**config.mk**
```make
export PLATFORM = sky130hd
export DESIGN_NAME = instr_sequencer
export DESIGN_NICKNAME = d
export VERILOG_FILES = /design/src/rtl/instr_sequencer.sv
export SDC_FILE = /design/constraint.sdc
export NUM_CORES = 1
export LEC_CHECK = 0
export BUFFER_PORTS_ARGS = -buffer_cell sky130_fd_sc_hd__buf_2
export CORE_ASPECT_RATIO = 2
export CORE_MARGIN = 10
export CORE_UTILIZATION = 54
export DETAILED_ROUTE_END_ITERATION = 12
export PLACE_DENSITY = 0.82
export SLEW_MARGIN = 20
export SYNTH_ARGS = -nofsm -noshare
export SYNTH_HDL_FRONTEND = slang
export SYNTH_SLANG_ARGS = --single-unit
```
**constraint.sdc**
```tcl
create_clock -name clk -period 3.45 [get_ports clk]
set_input_delay 0.345 -clock clk [delete_from_list [all_inputs] [get_ports clk]]
set_output_delay 0.345 -clock clk [all_outputs]
set_load 0.02 [all_outputs]
```
**src/rtl/instr_sequencer.sv**
```systemverilog
// Multi-cycle fetch/decode/exec/writeback sequencer for the reduced RISC-V datapath.
// Owns the PC, instruction register, fetch timeout and retired-instruction counter.
module instr_sequencer #(
    parameter int unsigned            ADDR_WIDTH    = 32,
    parameter logic [ADDR_WIDTH-1:0]  RESET_PC      = '0,
    parameter int unsigned            FETCH_TIMEOUT = 15,
    parameter int unsigned            CNT_WIDTH     = 16
) (
    input  logic                  clk,
    input  logic                  rst_n,
    input  logic                  run_i,
    output logic                  imem_req_o,
    output logic [ADDR_WIDTH-1:0] imem_addr_o,
    input  logic                  imem_ack_i,
    input  logic [31:0]           imem_rdata_i,
    output logic [31:0]           instr_o,
    input  logic [31:0]           imm_i,
    input  logic                  eq_i,
    output logic                  reg_write_o,
    output logic [ADDR_WIDTH-1:0] pc_o,
    output logic                  busy_o,
    output logic                  halted_o,
    output logic                  fault_o,
    output logic [CNT_WIDTH-1:0]  retired_o
);

    localparam int unsigned      TMO_W      = 8;
    localparam logic [TMO_W-1:0] TMO_LAST   = TMO_W'(FETCH_TIMEOUT - 1);
    localparam logic [6:0]       OPC_OPIMM  = 7'b0010011;
    localparam logic [6:0]       OPC_BRANCH = 7'b1100011;

    typedef enum logic [2:0] {
        S_IDLE, S_FETCH, S_DECODE, S_EXEC, S_WB, S_HALT, S_FAULT
    } state_e;

    state_e                state_q, state_d;
    logic [ADDR_WIDTH-1:0] pc_q, pc_d;
    logic [31:0]           instr_q, instr_d;
    logic [CNT_WIDTH-1:0]  retired_q, retired_d;
    logic [TMO_W-1:0]      tmo_q, tmo_d;
    logic                  taken_q, taken_d;
    logic                  req_q, req_d;
    logic                  wr_q, wr_d;
    logic                  busy_q, busy_d;
    logic                  halted_q, halted_d;
    logic                  fault_q, fault_d;

    logic                  is_branch;
    logic [2:0]            funct3;
    logic [ADDR_WIDTH-1:0] target;

    assign is_branch = (instr_q[6:0] == OPC_BRANCH);
    assign funct3    = instr_q[14:12];
    // Next PC: branch target only when a branch was resolved taken in EXEC.
    assign target    = (is_branch && taken_q) ? pc_q + imm_i[ADDR_WIDTH-1:0]
                                              : pc_q + ADDR_WIDTH'(4);

    always_comb begin
        state_d   = state_q;
        pc_d      = pc_q;
        instr_d   = instr_q;
        retired_d = retired_q;
        tmo_d     = tmo_q;
        taken_d   = taken_q;

        unique case (state_q)
            S_IDLE: begin
                if (run_i) begin
                    state_d = S_FETCH;
                    tmo_d   = '0;
                end
            end
            S_FETCH: begin
                if (imem_ack_i) begin
                    instr_d = imem_rdata_i;
                    state_d = S_DECODE;
                end else if (tmo_q == TMO_LAST) begin
                    state_d = S_FAULT;
                end else begin
                    tmo_d = tmo_q + TMO_W'(1);
                end
            end
            S_DECODE: begin
                if (instr_q == 32'h0)
                    state_d = S_HALT;
                else if (instr_q[6:0] == OPC_OPIMM || instr_q[6:0] == OPC_BRANCH)
                    state_d = S_EXEC;
                else
                    state_d = S_FAULT;
            end
            S_EXEC: begin
                taken_d = ((funct3 == 3'b000) && eq_i) || ((funct3 == 3'b001) && !eq_i);
                if (is_branch && (funct3[2:1] != 2'b00))
                    state_d = S_FAULT;
                else
                    state_d = S_WB;
            end
            S_WB: begin
                if (target[1:0] != 2'b00) begin
                    state_d = S_FAULT;
                end else begin
                    pc_d      = target;
                    retired_d = retired_q + CNT_WIDTH'(1);
                    tmo_d     = '0;
                    state_d   = run_i ? S_FETCH : S_IDLE;
                end
            end
            default: ;
        endcase

        req_d    = (state_d == S_FETCH);
        wr_d     = (state_d == S_WB) && !is_branch;
        busy_d   = (state_d == S_FETCH) || (state_d == S_DECODE) ||
                   (state_d == S_EXEC)  || (state_d == S_WB);
        halted_d = (state_d == S_HALT);
        fault_d  = (state_d == S_FAULT);
    end

    always_ff @(posedge clk or negedge rst_n) begin
        if (!rst_n) begin
            state_q   <= S_IDLE;
            pc_q      <= RESET_PC;
            instr_q   <= '0;
            retired_q <= '0;
            tmo_q     <= '0;
            taken_q   <= 1'b0;
            req_q     <= 1'b0;
            wr_q      <= 1'b0;
            busy_q    <= 1'b0;
            halted_q  <= 1'b0;
            fault_q   <= 1'b0;
        end else begin
            state_q   <= state_d;
            pc_q      <= pc_d;
            instr_q   <= instr_d;
            retired_q <= retired_d;
            tmo_q     <= tmo_d;
            taken_q   <= taken_d;
            req_q     <= req_d;
            wr_q      <= wr_d;
            busy_q    <= busy_d;
            halted_q  <= halted_d;
            fault_q   <= fault_d;
        end
    end

    assign imem_req_o  = req_q;
    assign imem_addr_o = pc_q;
    assign instr_o     = instr_q;
    assign reg_write_o = wr_q;
    assign pc_o        = pc_q;
    assign busy_o      = busy_q;
    assign halted_o    = halted_q;
    assign fault_o     = fault_q;
    assign retired_o   = retired_q;

endmodule

```
==> key figures, run 1 <==
Critical path
  – WP buf/inv: 1
  – Crit path max-delay cell type: dfrtp_1
  – Slowest Stage Delay on Critical Path: 0.46 ns
  – WP depth: 11
  – Worst path most repeated cell: a211oi_1
  – R2R cell count: 11
  – Worst Path Arrival: 3.29 ns
  – Critical-path cell list: ha_1 > inv_1 > fa_1 > nor2b_1 > o21bai_1 > a211o_1 > a211oi_1 > nor2_1 > a211oi_1 > mux2_2 > a21oi_1
  – Top delay family on crit path: compound AO/OA/AOI/OAI gates
  – CP endpoint kind: register
  – Startpoint class of the critical path: register
  – Critical Path RT: 3.72 ns
  – Crit path max fanout: 5
  – WS Path Type: reg -> reg

Worst hold path
  – Class of the worst hold path: in -> reg
  – Hold Path Cell Cnt: 2

Flow run
  – Max cap viols: 0

GRT
  – First-pass GRT wire length: 32.5 mm
  – Vias in the first global route: 6,423
  – Total Routing Usage GR: 22.6%
  – Initial antenna violation count: 1
  – Grt total ovfl: 0
  – Largest net degree at the start of global routing: 45

STA
  – Slew Limit Headroom: 53.4%
  – Post-layout min period: 3.02 ns
  – Total negative setup slack: 0 ns
  – Skew final: 0.0107 ns
  – RSZ-0062 raised after global routing: false
  – Fin crit share: 87.4%
  – F_max: 332 MHz
  – Fin. max-slew vios: 0
  – Endpoints failing hold: 0
  – # setup viols final: 0
  – Worst slew pin tran: 0.697 ns

Finish
  – Fin nets: 1,001
  – Most frequent cells in the layout: 184 x buf_2, 97 x dfrtp_1, 72 x a21oi_1
  – Util after Layout: 64.7%
  – Share of layout cells above drive strength 1: 29.2%
  – Post-route cell area: 0.00789 mm²
  – Area Growth Syn to Fin: 16.6%
  – Most common cell after layout, fill and taps aside: buf_2

Clocking
  – Cts repair resizes: 0
  – H-tree levels: 3
  – Setup repair bufs after CTS: 0
  – CTS sink count: 97
  – TritonCTS clock tree: done
  – Clock root buffer: clkbuf_16
  – Cts bufs inserted: 9
  – Clock latency on the worst-skew pair: 0.34 ns
  – Buffer levels on the longest clock path: 2
  – CTS Hold Bufs: 1
  – CTS clk-pin slew, worst paths: 0.07 ns

Die
  – Die width: 99.2 µm
  – Placement Rows: 57
  – IO Pins: 186
  – Initial Utilization: 55.5%
  – Core area: 0.0122 mm²
  – Chip Height: 178 µm
  – Die area: 0.0177 mm²

Pwr
  – Leak: 3.98 nW
  – VDD IR max: 362 µV
  – Power Dens Cells: 395 mW/mm²
  – Total power: 3.12 mW

Status
  – Status: finished, final reports clean

Route
  – Routed WL per cell: 19.7 µm
  – Final ANT Viol Nets: 0
  – Initial DRC Count: 300
  – Drt pass-1 iters: 5
  – Vias: 6,393
  – DR vias/cell: 6.09
  – Routed wire length: 20.7 mm
  – # DRC: 0

Yosys
  – Most area-consuming cells after synthesis: dfrtp_1 36%, ha_1 6.5%, mux2_2 5.8%
  – Leading area contributor after synthesis: dfrtp_1
  – FFs w/ async S/R, synth: 100%
  – Register area share after synthesis: 35.9%
  – EDFF count, synth: 0
  – Post-Syn Area: 0.00677 mm²
  – #FFs+latches synth: 97
  – Syn avg cell area: 9.01 µm²
  – Synth top area share: 35.9%
  – Top FF cell, synth: dfrtp_1
  – Synth Net Count: 856
  – Synth cell types: 70
  – Cells after Synth: 751
  – Synthesis Warnings: 0

Place
  – Post-placement cell area: 0.00759 mm²
  – Hpwl dp: 16.2 mm
  – Routability Congestion: 0.971
  – PortBufs: 185
[metrics by stage]
stage	setup slack [ns]	std cells	hold slack, ns
6_report	0.434	1049	0.228
3_5_place_dp	0.462	1031	0.374
4_1_cts	0.430	1048	0.212
2_1_floorplan	0.613	751	0.0494
5_1_grt	0.203	1049	0.219
3_3_place_gp	0.578	1031	0.375
[synthesized netlist by cell type (all sizes together), types with 3 or more instances]
master,instances
nand2b,6
a21o,16
nand4,20
a32oi,4
or3,3
a21oi,72
nor2b,8
xor2,14
a41o,4
clkbuf,21
xnor2,34
a22oi,4
o21ai,54
o22a,3
o21bai,4
buf,46
and2,7
o31ai,3
and4,4
and3,17
nor2,49
nor4,11
ha,35
a211oi,9
a31oi,7
nand2,58
dfrtp,97
o21a,4
o22ai,5
nor3,13
mux2,35
inv,16
nand3,33
[power by group]
part / switching [mW] / total, mW / leakage (nW) / internal, mW
clock: 0.460 / 0.963 / 0.136 / 0.503
combinational: 0.447 / 0.757 / 2.57 / 0.310
sequential: 0.138 / 1.40 / 1.27 / 1.26
total: 1.05 / 3.12 / 3.98 / 2.07
[worst paths after layout]
path                                   from               to  slack [ns]
setup / recovery             imem_addr_o[0]  imem_addr_o[30]        0.43
hold / removal             imem_rdata_i[15]      instr_o[15]        0.23
setup reg to reg             imem_addr_o[0]  imem_addr_o[30]        0.43
hold reg to reg               retired_o[15]    retired_o[15]        0.47
max in group asynchronous             rst_n  imem_addr_o[31]        2.11
min in group asynchronous             rst_n      instr_o[27]        0.54
[layout make-up]
cell class,instances,area (µm²)
Tap cell,147,184
Fill cell,1045,4300
Clock buffer,9,225
Clock inverter,7,63.8
Multi-Input combinational cell,571,3880
Timing Repair Buffer,201,1050
Inverter,16,60.1
Antenna cell,1,2.50
Sequential cell,97,2430
[flip-flops by register name, summed over array words and instances, names as in the netlist]
register     count
taken_q          1
imem_addr_o     32
state_q          3
halted_o         1
instr_o         32
fault_o          1
retired_o       16
busy_o           1
reg_write_o      1
imem_req_o       1
tmo_q            8
[layer usage]
layer	vias up	GRT usage, %	share of wire, %
li1	3014	-	-
met5	-	0	0
met2	248	42.8	56
met3	81	3.87	4.8
met4	0	13.3	5.5
met1	3050	22.0	34
[cells by family (layout without fill, tap and decap cells)]
group	after synthesis	count (layout)	share of synthesized area, %
flops	97	97	35.9
simple gates	241	241	18.6
fa+ha+maj	36	36	6.77
compound gates	209	209	19.4
other cells	0	1	0
mux	37	37	6.12
xor+xnor	48	48	6.21
buf+inv	83	233	7.08
Power figures use the tool's default switching activity.
==> inputs of run 2 (changes only) <==
- ABC_AREA: unset -> 1
- CORE_UTILIZATION: 54 -> 55
- PLACE_DENSITY: 0.82 -> 0.81
==> run 2 against run 1 <==
Effect of this change:
- critical path depth stayed put
- combinational power down 57%
- die area grew 16%
- sequential power down 16%
- synthesized cell count is 72% higher
- cell count is 56% higher
- power decreased by 20%
- clock power rose by 3.2%
- clock skew is 0.0029 ns higher
- flip-flop and latch count unchanged
- synthesized area is 21% higher
==> key figures, run 2 <==
Status
  – Status: finished, final reports clean

Yosys
  – Simple-gate share of the synthesized area: 39.4%
  – Mux contribution to synthesized area: 0%
  – Synth cell types: 45
  – EDFF count, synth: 0
  – Top FF cell, synth: dfrtp_1
  – Register area share after synthesis: 29.5%
  – Post-synthesis adder-cell area fraction: 5.57%
  – Most area-consuming cells after synthesis: dfrtp_1 30%, nand2_1 22%, inv_1 8.0%
  – Cells after Synth: 1,291
  – Synth Net Count: 1,396
  – Leading cell types by count after synthesis: 471 x nand2_1, 175 x inv_1, 127 x nor2_1
  – Leading area contributor after synthesis: dfrtp_1
  – Compound-cell area share of the yosys netlist: 8.72%
  – Post-Syn Area: 0.00822 mm²
  – Synthesis Warnings: 0
  – Top-count cell post-synth: nand2_1
  – FFs w/ async S/R, synth: 100%
  – Largest family of logic cells by synthesized area: simple AND/OR/NAND/NOR gates
  – #FFs+latches synth: 97
  – Syn avg cell area: 6.37 µm²
  – Synth top area share: 29.5%
  – XOR/XNOR Fraction of Synth Area: 3.73%

Pwr
  – Power Dens Cells: 266 mW/mm²
  – Leak: 5.36 nW
  – VDD IR max: 449 µV

Critical path
  – Slowest Stage Delay on Critical Path: 0.59 ns
  – Critical Path RT: 3.72 ns
  – WS Path Type: reg -> reg
  – Top delay family on crit path: buffers and inverters
  – Worst reg-to-reg setup slack: 0.64 ns
  – Crit path max fanout: 42
  – Reg2reg start: imem_addr_o[0]
  – CP endpoint kind: register
  – Startpoint class of the critical path: register
  – Critical-path cell list: ha_1 > inv_1 > fa_1 > inv_1 > nor2_1 > nand3_2 > nand2_4 > nand2_8 > inv_2 > o21ai_1 > a22oi_1
  – Crit path max-delay cell type: inv_2
  – Worst Setup SP: imem_addr_o[0]
  – Worst path most repeated cell: inv_1
  – WP buf/inv: 3
  – Worst Path Arrival: 3.08 ns

Die
  – IO Pins: 186
  – Die width: 106 µm
  – Die area: 0.0205 mm²
  – Core area: 0.0147 mm²
  – Initial Utilization: 55.8%
  – Placement Rows: 63
  – Chip Height: 193 µm

Route
  – Drt pass-1 iters: 5
  – Initial DRC Count: 465
  – Routed WL per cell: 17.3 µm
  – Vias: 8,697
  – # DRC: 0
  – Final ANT Viol Nets: 0
  – Routed wire length: 28.5 mm
  – DR vias/cell: 5.30

Clocking
  – Buffer levels on the longest clock path: 2
  – CTS sink count: 97
  – CTS clk-pin slew, worst paths: 0.08 ns
  – Cts bufs inserted: 9
  – Setup repair bufs after CTS: 0
  – Cts repair resizes: 0
  – H-tree levels: 3
  – Clock latency on the worst-skew pair: 0.36 ns
  – Clock root buffer: clkbuf_16
  – CTS Hold Bufs: 0
  – TritonCTS clock tree: done

STA
  – Endpoints failing hold: 0
  – Fin crit share: 81.3%
  – Post-layout min period: 2.81 ns
  – Slew Limit Headroom: 32.2%
  – F_max: 356 MHz
  – Min Hold Slack: 0.103 ns
  – # setup viols final: 0
  – Total negative setup slack: 0 ns
  – Fin. max-slew vios: 0
  – Worst slew pin tran: 1.02 ns
  – RSZ-0062 raised after global routing: false
  – Skew final: 0.0136 ns

Finish
  – Share of layout cells above drive strength 1: 18.7%
  – Area Growth Syn to Fin: 13.9%
  – Ant diodes: 0
  – Most common cell after layout, fill and taps aside: nand2_1
  – Fin nets: 1,546
  – Most frequent cells in the layout: 471 x nand2_1, 184 x buf_2, 175 x inv_1
  – Util after Layout: 63.5%
  – Reg area: 0.00243 mm²
  – Fill cells: 1,439
  – Multi-input logic area: 0.00472 mm²
  – Post-route cell area: 0.00936 mm²
  – Final non-filler cell total: 1,641

Place
  – Placed cell count: 1,625
  – Routability Congestion: 1.02
  – Post-placement cell area: 0.00908 mm²
  – Hpwl dp: 22.9 mm
  – PortBufs: 185

GRT
  – First-pass GRT wire length: 44.8 mm
  – Vias in the first global route: 8,918
  – Total Routing Usage GR: 28.1%
  – Grt total ovfl: 0
  – Initial antenna violation count: 1
  – Largest net degree at the start of global routing: 77

Flow run
  – Max cap viols: 0

Worst hold path
  – Class of the worst hold path: in -> async
## run 2: final cells by class
class                      instances  share of cell area [%]
clock buffer                       9                    2.41
sequential                        97                    25.9
inverter                         186                    7.46
timing repair buffer             193                    10.6
tap                              195                    2.61
clock inverter                     7                   0.655
multi-input combinational        954                    50.4
## run 2: kinds of logic after synthesis
logic type | count (synthesis)
compound gates | 125
buf+inv | 240
simple gates | 758
fa+ha+maj | 36
flops | 97
xor+xnor | 35
## run 2: worst paths after layout
path	to	depth (start not counted)
setup / recovery	imem_addr_o[4]	11
hold reg to reg	instr_o[20]	2
setup reg to reg	imem_addr_o[4]	11
hold / removal	imem_addr_o[31]	1
max in group asynchronous	instr_o[20]	2
min in group clk	instr_o[24]	3
## run 2: worst register-to-register path, cell delays in order (launching register included)
cell and delay (ns):
dfrtp_1 0.43, ha_1 0.21, inv_1 0.07, fa_1 0.47
inv_1 0.04, nor2_1 0.13, nand3_2 0.12, nand2_4 0.11
nand2_8 0.19, inv_2 0.60, o21ai_1 0.15, a22oi_1 0.19
## run 2: per-layer routing
metal | part of all wire [%] | global-route usage, % | wire length [µm]
met1 | 31 | 24.0 | 8960
met2 | 54 | 53.0 | 15300
met3 | 6.1 | 6.22 | 1730
met4 | 8.7 | 23.9 | 2480
met5 | 0.025 | 0 | 7
## run 2: through the flow
stage                     setup slack (ns)  power, mW
after floorplan                       1.25       1.38
after global placement               0.709       1.51
after detailed placement             0.645       1.52
after CTS                            0.640       2.50
after global routing                 0.404       2.59
final                                0.644       2.49
## run 2: power breakdown
part           total (mW)  switching, mW  internal [mW]
Combinational       0.322          0.212          0.110
Clock               0.994          0.492          0.502
Sequential           1.18         0.0185           1.16
Total                2.49          0.722           1.77
==> inputs of run 3 (changes only) <==
- CORE_UTILIZATION: 55 -> 50
- PLACE_DENSITY: 0.81 -> 0.78
- clock period: 3.45 -> 2.35 ns (I/O delays scaled with it)
==> run 3 against run 2 <==
Effect of this change:
- global-route usage shrank 0.93 points
- register-to-register slack lost 0.50 ns
- worst hold slack lost 0.025 ns
- design area grew 4.6%
- clock skew shrank 0.0021 ns
- power grew 45%
- count of clock-buffer cells in the layout grew 2
- cell count grew 3.2%
- non-clock buffer count grew 46
- worst setup slack lost 0.50 ns
- fmax grew 27%
- sequential power grew 47%
- largest power group unchanged
- highest routed layer is now met4
==> key figures, run 3 (synthesis results as in run 2) <==
Status
  – Status: finished, final reports clean

Route
  – DR vias/cell: 5.31
  – Drt pass-1 iters: 5
  – # DRC: 0
  – Vias: 8,992
  – Routed WL per cell: 18.1 µm
  – Routed wire length: 30.6 mm
  – Initial DRC Count: 462
  – Final ANT Viol Nets: 0

GRT
  – Grt total ovfl: 0
  – First-pass GRT wire length: 48.5 mm
  – Initial antenna violation count: 0
  – Largest net degree at the start of global routing: 53
  – Total Routing Usage GR: 27.1%
  – Vias in the first global route: 9,462

Die
  – Placement Rows: 66
  – Die area: 0.0223 mm²
  – IO Pins: 186
  – Die width: 111 µm
  – Chip Height: 201 µm
  – Core area: 0.0162 mm²
  – Initial Utilization: 50.8%

Worst hold path
  – WHS Endpoint: instr_o[13]
  – Min-delay src: imem_rdata_i[13]
  – Hold Path Cell Cnt: 3
  – Class of the worst hold path: in -> reg

Finish
  – Post-route cell area: 0.00980 mm²
  – Most frequent cells in the layout: 468 x nand2_1, 184 x buf_2, 175 x inv_1
  – Most common cell after layout, fill and taps aside: nand2_1
  – Fill cells: 1,640
  – Share of layout cells above drive strength 1: 22.0%
  – Ant diodes: 0
  – Fin nets: 1,592
  – Area Growth Syn to Fin: 19.2%

Clocking
  – TritonCTS clock tree: done
  – Clock latency on the worst-skew pair: 0.36 ns
  – CTS clk-pin slew, worst paths: 0.07 ns
  – CTS sink count: 97
  – Cts bufs inserted: 9
  – Buffer levels on the longest clock path: 2
  – H-tree levels: 3
  – Clock root buffer: clkbuf_16

STA
  – Skew final: 0.0115 ns
  – Fin crit share: 94.0%
  – Worst slew pin tran: 0.717 ns
  – Slew Limit Headroom: 52.2%
  – # setup viols final: 0
  – F_max: 453 MHz
  – RSZ-0062 raised after global routing: false
  – Total negative setup slack: 0 ns
  – Endpoints failing hold: 0
  – Fin. max-slew vios: 0
  – Post-layout min period: 2.21 ns

Critical path
  – Reg2reg start: imem_addr_o[0]
  – WS Path Type: reg -> reg
  – Startpoint class of the critical path: register
  – Reg-to-reg endpoint: imem_addr_o[18]
  – Worst Path Arrival: 2.45 ns
  – Worst reg-to-reg setup slack: 0.14 ns
  – Critical Path RT: 2.59 ns
  – R2R cell count: 12
  – CP endpoint kind: register
  – Crit path max fanout: 10

Place
  – Routability Congestion: 1.04
  – Post-placement cell area: 0.00945 mm²
  – PortBufs: 185
  – Hpwl dp: 25.3 mm

Pwr
  – Power Dens Cells: 369 mW/mm²
  – VDD IR max: 537 µV
  – Leak: 5.59 nW

Flow run
  – Max cap viols: 0
## run 3: per-stage QoR
step	std cells	setup WS, ns	total power, mW	hold slack, ns	utilization (%)
after floorplan	1291	0.152	2.02	-0.0606	-
after CTS	1691	0.0912	3.63	0.0739	60.1
after global placement	1677	0.120	2.23	0.332	58.4
final	1693	0.141	3.61	0.0782	60.5
after detailed placement	1677	0.114	2.24	0.333	58.4
after global routing	1693	0.00343	3.75	0.0902	60.5
## run 3: final cells by class
type	instances	area [µm²]	share of cell area, %
Sequential cell	97	2430	24.8
Tap cell	204	255	2.60
Clock buffer	11	253	2.58
Multi-Input combinational cell	954	4770	48.7
Timing Repair Buffer	239	1370	14.0
Inverter	186	701	7.15
Clock inverter	2	16.3	0.166
## run 3: report_power, final
| group | total, mW | leakage (nW) | switching [mW] | internal (mW) |
|---|---|---|---|---|
| Clock | 1.40 | 0.130 | 0.640 | 0.760 |
| Combinational | 0.487 | 4.26 | 0.317 | 0.170 |
| Sequential | 1.73 | 1.20 | 0.0276 | 1.70 |
| Total | 3.61 | 5.59 | 0.984 | 2.63 |
## run 3: what timing repair did
action                                  in CTS  in global routing
hold endpoints to repair                    50                  0
endpoints found under the setup margin       0                 16
buffers inserted                             0                  2
resized for setup                            0                 15
hold buffers                                 1                  0
## run 3: routing by layer
layer	part of all wire, %	global-route usage [%]	up-vias
li1	-	-	4399
met1	32	23.1	4095
met2	53	50.1	349
met3	5.3	5.45	149
met4	10	26.3	0
met5	0	0	-
## run 3: how the worst max path moves through the flow
stage,start,endpoint
finish,imem_addr_o[0],imem_addr_o[18]
global route,imem_addr_o[0],imem_addr_o[5]
CTS,imem_addr_o[12],imem_addr_o[13]
detailed placement,imem_addr_o[12],imem_addr_o[13]
global placement,imem_addr_o[12],imem_addr_o[13]
floorplan,imem_addr_o[0],imem_addr_o[28]
## run 3: worst max-delay path, cell delays in order, from the launching register on
cell and delay (ns):
dfrtp_1 0.36, ha_1 0.17, inv_1 0.05, fa_1 0.48, inv_1 0.04, nor2_1 0.14, nand3_2 0.13, nand2_4 0.12
nand2_8 0.10, buf_4 0.20, a21oi_1 0.12, buf_4 0.14, a21oi_1 0.06
